[src/rtl/fb_arb_pkg.sv]
// Shared definitions for the frame-buffer write arbiter: FSM state
// encoding, requester identifiers and the default burst cap.
package fb_arb_pkg;

  typedef enum logic [1:0] {
    IDLE    = 2'd0,
    GRANT_A = 2'd1,
    GRANT_B = 2'd2
  } arb_state_e;

  // Requester identifiers, used for the round-robin pointer.
  localparam logic REQ_A = 1'b0;
  localparam logic REQ_B = 1'b1;

  localparam int DEFAULT_MAX_BURST = 64;

endpackage

[src/rtl/sat_counter.sv]
// Generic saturating up-counter: counts enabled cycles and holds at all-ones.
module sat_counter #(
  parameter int WIDTH = 8
) (
  input  logic             clk,
  input  logic             rst_n,
  input  logic             inc,
  output logic [WIDTH-1:0] count
);

  logic [WIDTH-1:0] count_q;
  logic [WIDTH-1:0] count_d;

  // Next count: step only when enabled and not yet saturated.
  always_comb begin
    count_d = count_q;
    if (inc && (count_q != {WIDTH{1'b1}})) begin
      count_d = count_q + 1'b1;
    end
  end

  // Counter register, cleared by the asynchronous reset.
  always_ff @(posedge clk or negedge rst_n) begin
    if (!rst_n) begin
      count_q <= '0;
    end else begin
      count_q <= count_d;
    end
  end

  assign count = count_q;

endmodule

[src/rtl/fb_write_arbiter.sv]
// Frame-buffer write-port arbiter between port A (command path) and port B
// (debug/test-pattern writer). Round-robin grants with a burst cap.
// Optional statistics counters are built when FB_WRITE_ARB_STATS_EN is defined.
//
// Handshake: req_x acts as valid and gnt_x as ready. A write is accepted on
// every rising edge where gnt_x & req_x are both high; the requester must
// hold addr_x/data_x/last_x stable while req_x=1 and gnt_x=0, and may change
// them to the next beat after each accepting edge. last_x is only meaningful
// on an accepting edge.
module fb_write_arbiter
  import fb_arb_pkg::*;
#(
  parameter int ADDR_WIDTH  = 12,
  parameter int DATA_WIDTH  = 8,
  parameter int MAX_BURST   = DEFAULT_MAX_BURST,
  parameter int BURST_WIDTH = 7
) (
  input  logic                  clk_in,
  input  logic                  reset,
  input  logic                  req_a,
  input  logic [ADDR_WIDTH-1:0] addr_a,
  input  logic [DATA_WIDTH-1:0] data_a,
  input  logic                  last_a,
  input  logic                  req_b,
  input  logic [ADDR_WIDTH-1:0] addr_b,
  input  logic [DATA_WIDTH-1:0] data_b,
  input  logic                  last_b,
  output logic                  gnt_a,
  output logic                  gnt_b,
  output logic [ADDR_WIDTH-1:0] ram_address,
  output logic [DATA_WIDTH-1:0] ram_data_out,
  output logic                  ram_write_enable,
  output logic                  ram_clk_enable,
  output logic [1:0]            dbg_state
`ifdef FB_WRITE_ARB_STATS_EN
  ,
  output logic [7:0]            contention_count,
  output logic [7:0]            cut_count
`endif
);

  arb_state_e             state_q, state_d;
  logic                   last_served_q, last_served_d;
  logic [BURST_WIDTH-1:0] burst_q, burst_d;
  logic                   gnt_a_q, gnt_a_d;
  logic                   gnt_b_q, gnt_b_d;
  logic [ADDR_WIDTH-1:0]  addr_q, addr_d;
  logic [DATA_WIDTH-1:0]  data_q, data_d;
  logic                   we_q, we_d;

  logic [BURST_WIDTH-1:0] burst_inc;
  logic                   at_cap;

  // The accept being processed brings the counter to the cap.
  assign burst_inc = burst_q + 1'b1;
  assign at_cap    = (burst_inc == BURST_WIDTH'(MAX_BURST));

  // Next-state, round-robin pick and write capture for the arbiter FSM.
  always_comb begin
    state_d       = state_q;
    last_served_d = last_served_q;
    burst_d       = burst_q;
    we_d          = 1'b0;
    addr_d        = addr_q;
    data_d        = data_q;
    case (state_q)
      IDLE: begin
        // A tie goes to whichever port was not served last.
        if (req_a && req_b) begin
          state_d = (last_served_q == REQ_A) ? GRANT_B : GRANT_A;
        end else if (req_a) begin
          state_d = GRANT_A;
        end else if (req_b) begin
          state_d = GRANT_B;
        end
      end
      GRANT_A: begin
        if (!req_a) begin
          state_d       = IDLE;
          last_served_d = REQ_A;
          burst_d       = '0;
        end else begin
          we_d    = 1'b1;
          addr_d  = addr_a;
          data_d  = data_a;
          burst_d = burst_inc;
          if (last_a || at_cap) begin
            state_d       = IDLE;
            last_served_d = REQ_A;
            burst_d       = '0;
          end
        end
      end
      GRANT_B: begin
        if (!req_b) begin
          state_d       = IDLE;
          last_served_d = REQ_B;
          burst_d       = '0;
        end else begin
          we_d    = 1'b1;
          addr_d  = addr_b;
          data_d  = data_b;
          burst_d = burst_inc;
          if (last_b || at_cap) begin
            state_d       = IDLE;
            last_served_d = REQ_B;
            burst_d       = '0;
          end
        end
      end
      default: begin
        state_d = IDLE;
      end
    endcase
    // Grants are registered copies of the next state.
    gnt_a_d = (state_d == GRANT_A);
    gnt_b_d = (state_d == GRANT_B);
  end

  // FSM state and all registered outputs; asynchronous reset drops any write in flight.
  always_ff @(posedge clk_in or negedge reset) begin
    if (!reset) begin
      state_q       <= IDLE;
      last_served_q <= REQ_B;
      burst_q       <= '0;
      gnt_a_q       <= 1'b0;
      gnt_b_q       <= 1'b0;
      addr_q        <= '0;
      data_q        <= '0;
      we_q          <= 1'b0;
    end else begin
      state_q       <= state_d;
      last_served_q <= last_served_d;
      burst_q       <= burst_d;
      gnt_a_q       <= gnt_a_d;
      gnt_b_q       <= gnt_b_d;
      addr_q        <= addr_d;
      data_q        <= data_d;
      we_q          <= we_d;
    end
  end

  assign gnt_a            = gnt_a_q;
  assign gnt_b            = gnt_b_q;
  assign ram_address      = addr_q;
  assign ram_data_out     = data_q;
  assign ram_write_enable = we_q;
  assign ram_clk_enable   = we_q | gnt_a_q | gnt_b_q;
  assign dbg_state        = state_q;

`ifdef FB_WRITE_ARB_STATS_EN
  logic contention_event;
  logic cut_event;

  // Contention: both ports asking while idle. Cut: the cap ended a burst
  // that the requester had not marked as finished.
  assign contention_event = (state_q == IDLE) & req_a & req_b;
  assign cut_event = ((gnt_a_q & req_a & ~last_a) | (gnt_b_q & req_b & ~last_b)) & at_cap;

  sat_counter #(.WIDTH(8)) u_contention_cnt (
    .clk   (clk_in),
    .rst_n (reset),
    .inc   (contention_event),
    .count (contention_count)
  );

  sat_counter #(.WIDTH(8)) u_cut_cnt (
    .clk   (clk_in),
    .rst_n (reset),
    .inc   (cut_event),
    .count (cut_count)
  );
`endif

endmodule

[config.mk]
export PLATFORM = sky130hd
export DESIGN_NAME = fb_write_arbiter
export DESIGN_NICKNAME = d
export VERILOG_FILES = /design/src/rtl/fb_arb_pkg.sv /design/src/rtl/sat_counter.sv /design/src/rtl/fb_write_arbiter.sv
export SDC_FILE = /design/constraint.sdc
export NUM_CORES = 1
export LEC_CHECK = 0
export CORE_ASPECT_RATIO = 1.1
export CORE_MARGIN = 8
export CORE_UTILIZATION = 56
export DETAILED_ROUTE_END_ITERATION = 8
export DONT_BUFFER_PORTS = 1
export PLACE_DENSITY = 0.78
export SLEW_MARGIN = 20
export SYNTH_ARGS = -nofsm -noshare
export SYNTH_HDL_FRONTEND = slang
export SYNTH_SLANG_ARGS = --single-unit
[constraint.sdc]
create_clock -name clk_in -period 1.9 [get_ports clk_in]
set_input_delay 0.475 -clock clk_in [delete_from_list [all_inputs] [get_ports clk_in]]
set_output_delay 0.475 -clock clk_in [all_outputs]
set_load 0.1 [all_outputs]
# Word-level counts from Yosys, hierarchy flattened
# Cells that the tools add are included.
# op_classes
n_eq_ne	9
shift	0
addsub	1
bitwise_logic	2
reduce_logical	7
n_mul	0
muxes	28
n_lt_le_gt_ge	0
div	0
# ops
cell	count
2-to-1 mux 7 bit	4
2-to-1 mux 12 bit	2
case mux 12 bit (2 select lines)	1
2-to-1 mux 2 bit	8
2-to-1 mux 8 bit	2
case mux 8 bit (2 select lines)	1
case mux 7 bit (2 select lines)	1
adder 7 x 1 -> 7 bit, second input constant	1
equality test 7 bit, second input constant	1
2-to-1 mux 1 bit	6
inequality test 3 bit, second input constant	2
case mux 2 bit (3 select lines)	1
AND reduction 3 bit	2
equality test 2 x 1 -> 1 bit, second input constant	2
equality test 2 bit, second input constant	2
inequality test 2 bit, second input constant	2
case mux 1 bit (2 select lines)	2
zero test 2 bit	1
logical OR 1 bit	2
OR 1 bit	2
nonzero test 2 bit	1
logical AND 1 bit	1
# word_totals
mem_bits_ro	0
mem_bits_rw	0
memories	0
out_inout_bits	26
word_cells	55
latchBits	0
ff_bits	33
inputBits	46

# Longest topological paths before layout
# logic_depth
depth_word	7
depth_mapped	8
ltp_nobuf	6

# Least setup slack after synthesis
# No wires, ideal clock.
# synth_path
kind	flip-flop to flip-flop
start	reg state_q[1], in the netlist dbg_state[1]
end	reg addr_q[1], in the netlist ram_address[1]
t_arrival_ns	2.297
path_slack_ns	-0.531
period_less_slack_ns	2.431
path_stages_with_launch	8
setup_time_ns	0.135
t_required_ns	1.765
n_path_buf	2
cell_sequence	dfrtp_1 inv_1 ha_1 clkbuf_1 o221ai_1 clkbuf_1 nand2_1 o21ai_0
# synth_via
elab_chain_len	3
# synth_rtl
item	line_no	rtl
start, declared	fb_write_arbiter.sv:42	arb_state_e state_q, state_d;
start signal, assigned	fb_write_arbiter.sv:132	state_q <= state_d;
equality test 2 bit or equality test 2 x 1 -> 1 bit (tied branches)	fb_write_arbiter.sv:66	case (state_q)
inequality test 2 bit (no source line) or nonzero test 2 bit (tied branches)	-	
AND reduction 3 bit (no source line)	-	
end signal, assigned	fb_write_arbiter.sv:137	addr_q <= addr_d;
end, declared	fb_write_arbiter.sv:47	logic [ADDR_WIDTH-1:0] addr_q, addr_d;
# Several ways; a longest one is shown, not always the timed one.
# A chain may end at the register's enable or synchronous reset.

# Worst setup path after layout
# layout_path
start	reg burst_q[0]
end	reg gnt_a_q, in the netlist gnt_a
# layout_via
elab_chain_len	7
# layout_rtl
item	line_no	rtl
start, declared	fb_write_arbiter.sv:44	logic [BURST_WIDTH-1:0] burst_q, burst_d;
start signal, assigned	fb_write_arbiter.sv:134	burst_q <= burst_d;
adder 7 x 1 -> 7 bit *	fb_write_arbiter.sv:55	assign burst_inc = burst_q + 1'b1;
equality test 7 bit *	fb_write_arbiter.sv:56	assign at_cap = (burst_inc == BURST_WIDTH'(MAX_BURST));
logical OR 1 bit (on tied branches)	fb_write_arbiter.sv:104, fb_write_arbiter.sv:87	
2-to-1 mux 2 bit (on tied branches)	fb_write_arbiter.sv:104, fb_write_arbiter.sv:87	
2-to-1 mux 2 bit (on tied branches)	fb_write_arbiter.sv:95, fb_write_arbiter.sv:78	
case mux 2 bit (3 select lines) *	fb_write_arbiter.sv:66	
equality test 2 x 1 -> 1 bit *	fb_write_arbiter.sv:116	gnt_a_d = (state_d == GRANT_A);
named net gnt_a_d	fb_write_arbiter.sv:45	logic gnt_a_q, gnt_a_d;
end signal, assigned	fb_write_arbiter.sv:135	gnt_a_q <= gnt_a_d;
end, declared	fb_write_arbiter.sv:45	
# The timed path passes the listed nets; every way through them passes the cells marked *.

==> out/metrics.cfg <==
[worst_hold_path]
hp-class = primary input to flop
hold_depth = 2
min_to = ram_address[11]
hp-start = addr_a[11]

[synth]
synth.area.top_cells = dfrtp_1 45%, mux2i_1 11%, nand2_1 5.5%, o21ai_0 4.3%, ha_1 3.6%
synth_cell_types = 42
syn_inst = 176
synthXorXnorAreaFrac = 0
synth.area.mux_share = 0.120
ys_seq_area_frac = 0.470
synth_top_family_by_area = simple AND/OR/NAND/NOR gates
syn_avg_cell_area_um2 = 10.0
syn_area_um2 = 1760
synth-compound-area-share = 0.165
syn-num-nets = 227
synth_top_flop_cell = dfrtp_1
synth_warnings = 0
synth_top_area_share = 0.455
synth_edf_count = 0
yosys_register_bits = 33
synth_fa_ha_area_frac = 0.0355
yosys.area_share.simple = 0.175
synth_area_leader_cell = dfrtp_1
synthArstFlopShare = 1.00

[detailed_routing]
dr.pass1.iters = 4
wl_per_cell_um = 18.2
drtIter0Drc = 171
wl_mm = 4.43
ant_nets = 0
vias = 1476
via_per_inst = 6.07
drc = 0

[clocking]
clk-insertion-delay-late_ns = 0.33
cts_buffers = 5
path_clk_slew_ns = 0.11
cts_buffer_depth = 2
cts_root_buffer = clkbuf_4
cts.sinks = 33
htreeDepth = 2
cts_tree = yes

[final_layout]
syn_to_final_growth_pct = 23.2
fin_nets = 260
final_common_cell = buf_4
post-route-cell-area_um2 = 2170
fin_util = 0.718
drive_above_1_share = 0.297
register_area_um2 = 835
fill_cells = 214
fin_cells = 243
layout_common_cells = 31 x buf_4, 30 x dfrtp_1, 26 x nand2_1
insertedDiodeCount = 0
multiInputGateArea_um2 = 906

[sta]
finalSetupViolations = 0
fin_crit_ns = 1.88
hold_viol_final = 0
fmax_mhz = 532
skew_ns = 0.00905
slew_viol_final = 0
rsz0062_at_grt = true
tightest_slew_ns = 0.361
relSlewSlack = 0.758
fin_crit_sh = 0.990
tns_ns = 0

[critical_path]
arrival_ns = 2.09
path_max_fanout = 5
cp-start-kind = flop
r2r-end = gnt_a
worstRegToRegCells = 5
reg2reg_from = burst_q[0]
critPathMaxStageDelay_ns = 0.50
end_kind = flop
crit_chain = ha_1 > and4_4 > or4b_4 > and3_1 > a222oi_1
slowest_stage = or4b_4
rrSetupSlack_ns = 0.02
cp.required_ns = 2.11
crit_type = flop to flop

[grt]
antenna_found_initial = 0
first_global_vias = 1511
grt_util_all_layers = 0.170
grt_pass1_wl_mm = 7.12
grt_max_degree = 41
overflow = 0

[die]
start_util = 0.583
core.rowCount = 21
die_y_um = 74.8
fp.coreArea_um2 = 3020
fp.dieW_um = 69.5
die_area_um2 = 5200
io_pins = 72

[place]
place_area_um2 = 2030
port_buffers = 0
gp_congestion = 0.860
placed_cells = 231
dpl.hpwl_mm = 3.33

[outcome]
outcome = finished, final reports clean

[flow_run]
drv_cap = 0

## per-layer routing
layer	track usage	up-vias	wire length (µm)
met1	0.179	688	1780
met4	0.0911	0	107
li1	-	700	-
met2	0.285	70	2160
met3	0.0764	18	376
met5	0	-	0
## registers in the layout (all words and copies together) (netlist names)
register,count
ram_write_enable,1
gnt_a,1
burst_q,7
dbg_state,2
last_served_q,1
ram_data_out,8
ram_address,12
gnt_b,1
## critical path, delay by kind of cell (launching register included)
family                     cells  cell delay (ns)
AOI/OAI and AO/OA              1             0.26
adders and majority gates      1             0.19
DFF                            1             0.41
and+or+nand+nor                3             0.90
## cells by family (layout without fill, tap and decap cells)
logic type / Yosys count / in the layout
muxes: 21 / 21
and+or+nand+nor: 57 / 57
AOI/OAI and AO/OA: 44 / 44
buffers and inverters: 16 / 49
adders and majority gates: 5 / 5
DFF: 33 / 33
## synthesized netlist by cell type (2+ instances only)
cell / instances
ha_1: 5
o21ai_1: 11
o21ai_0: 15
nand2_1: 26
nand3b_1: 4
dfrtp_1: 32
mux2i_1: 20
a22o_1: 3
inv_1: 7
a32o_1: 3
and3_2: 3
nor2b_1: 2
clkbuf_1: 7
and3_1: 2
nor4b_1: 2
nand4_1: 2
nor2_1: 7
## repair_timing
| action | CTS | global route |
|---|---|---|
| resized for setup | 0 | 5 |
| endpoints found under the setup margin | 0 | 7 |
| hold endpoints to repair | 33 | 0 |
| buffers inserted | 0 | 3 |
| hold buffers | 2 | 0 |
## worst max-delay path by stage
stage	start	slack, ns	endpoint
after global routing	burst_q[0]	-0.03	gnt_a
after floorplan	dbg_state[0]	0.001	ram_address[10]
after CTS	burst_q[0]	0.05	gnt_b
after detailed placement	dbg_state[0]	0.07	gnt_a
final	burst_q[0]	0.02	gnt_a
after global placement	burst_q[0]	0.13	burst_q[3]
## metrics by stage
stage | worst slack [ns] | hold slack, ns
after CTS | 0.0466 | 0.295
final | 0.0194 | 0.322
after global placement | 0.134 | 0.180
after detailed placement | 0.0656 | 0.180
after global routing | -0.0281 | 0.313
after floorplan | 0.00142 | 0.179
## final cells by class
| type | count | share of cell area |
|---|---|---|
| multi-input combinational | 127 | 0.418 |
| sequential | 33 | 0.385 |
| timing repair buffer | 34 | 0.130 |
| tap | 34 | 0.0196 |
| clock buffer | 5 | 0.0173 |
| clock inverter | 2 | 0.0162 |
| inverter | 8 | 0.0138 |
Power is not shown: default switching activity piles up to over one toggle a cycle in this logic, so the estimate is an artifact.
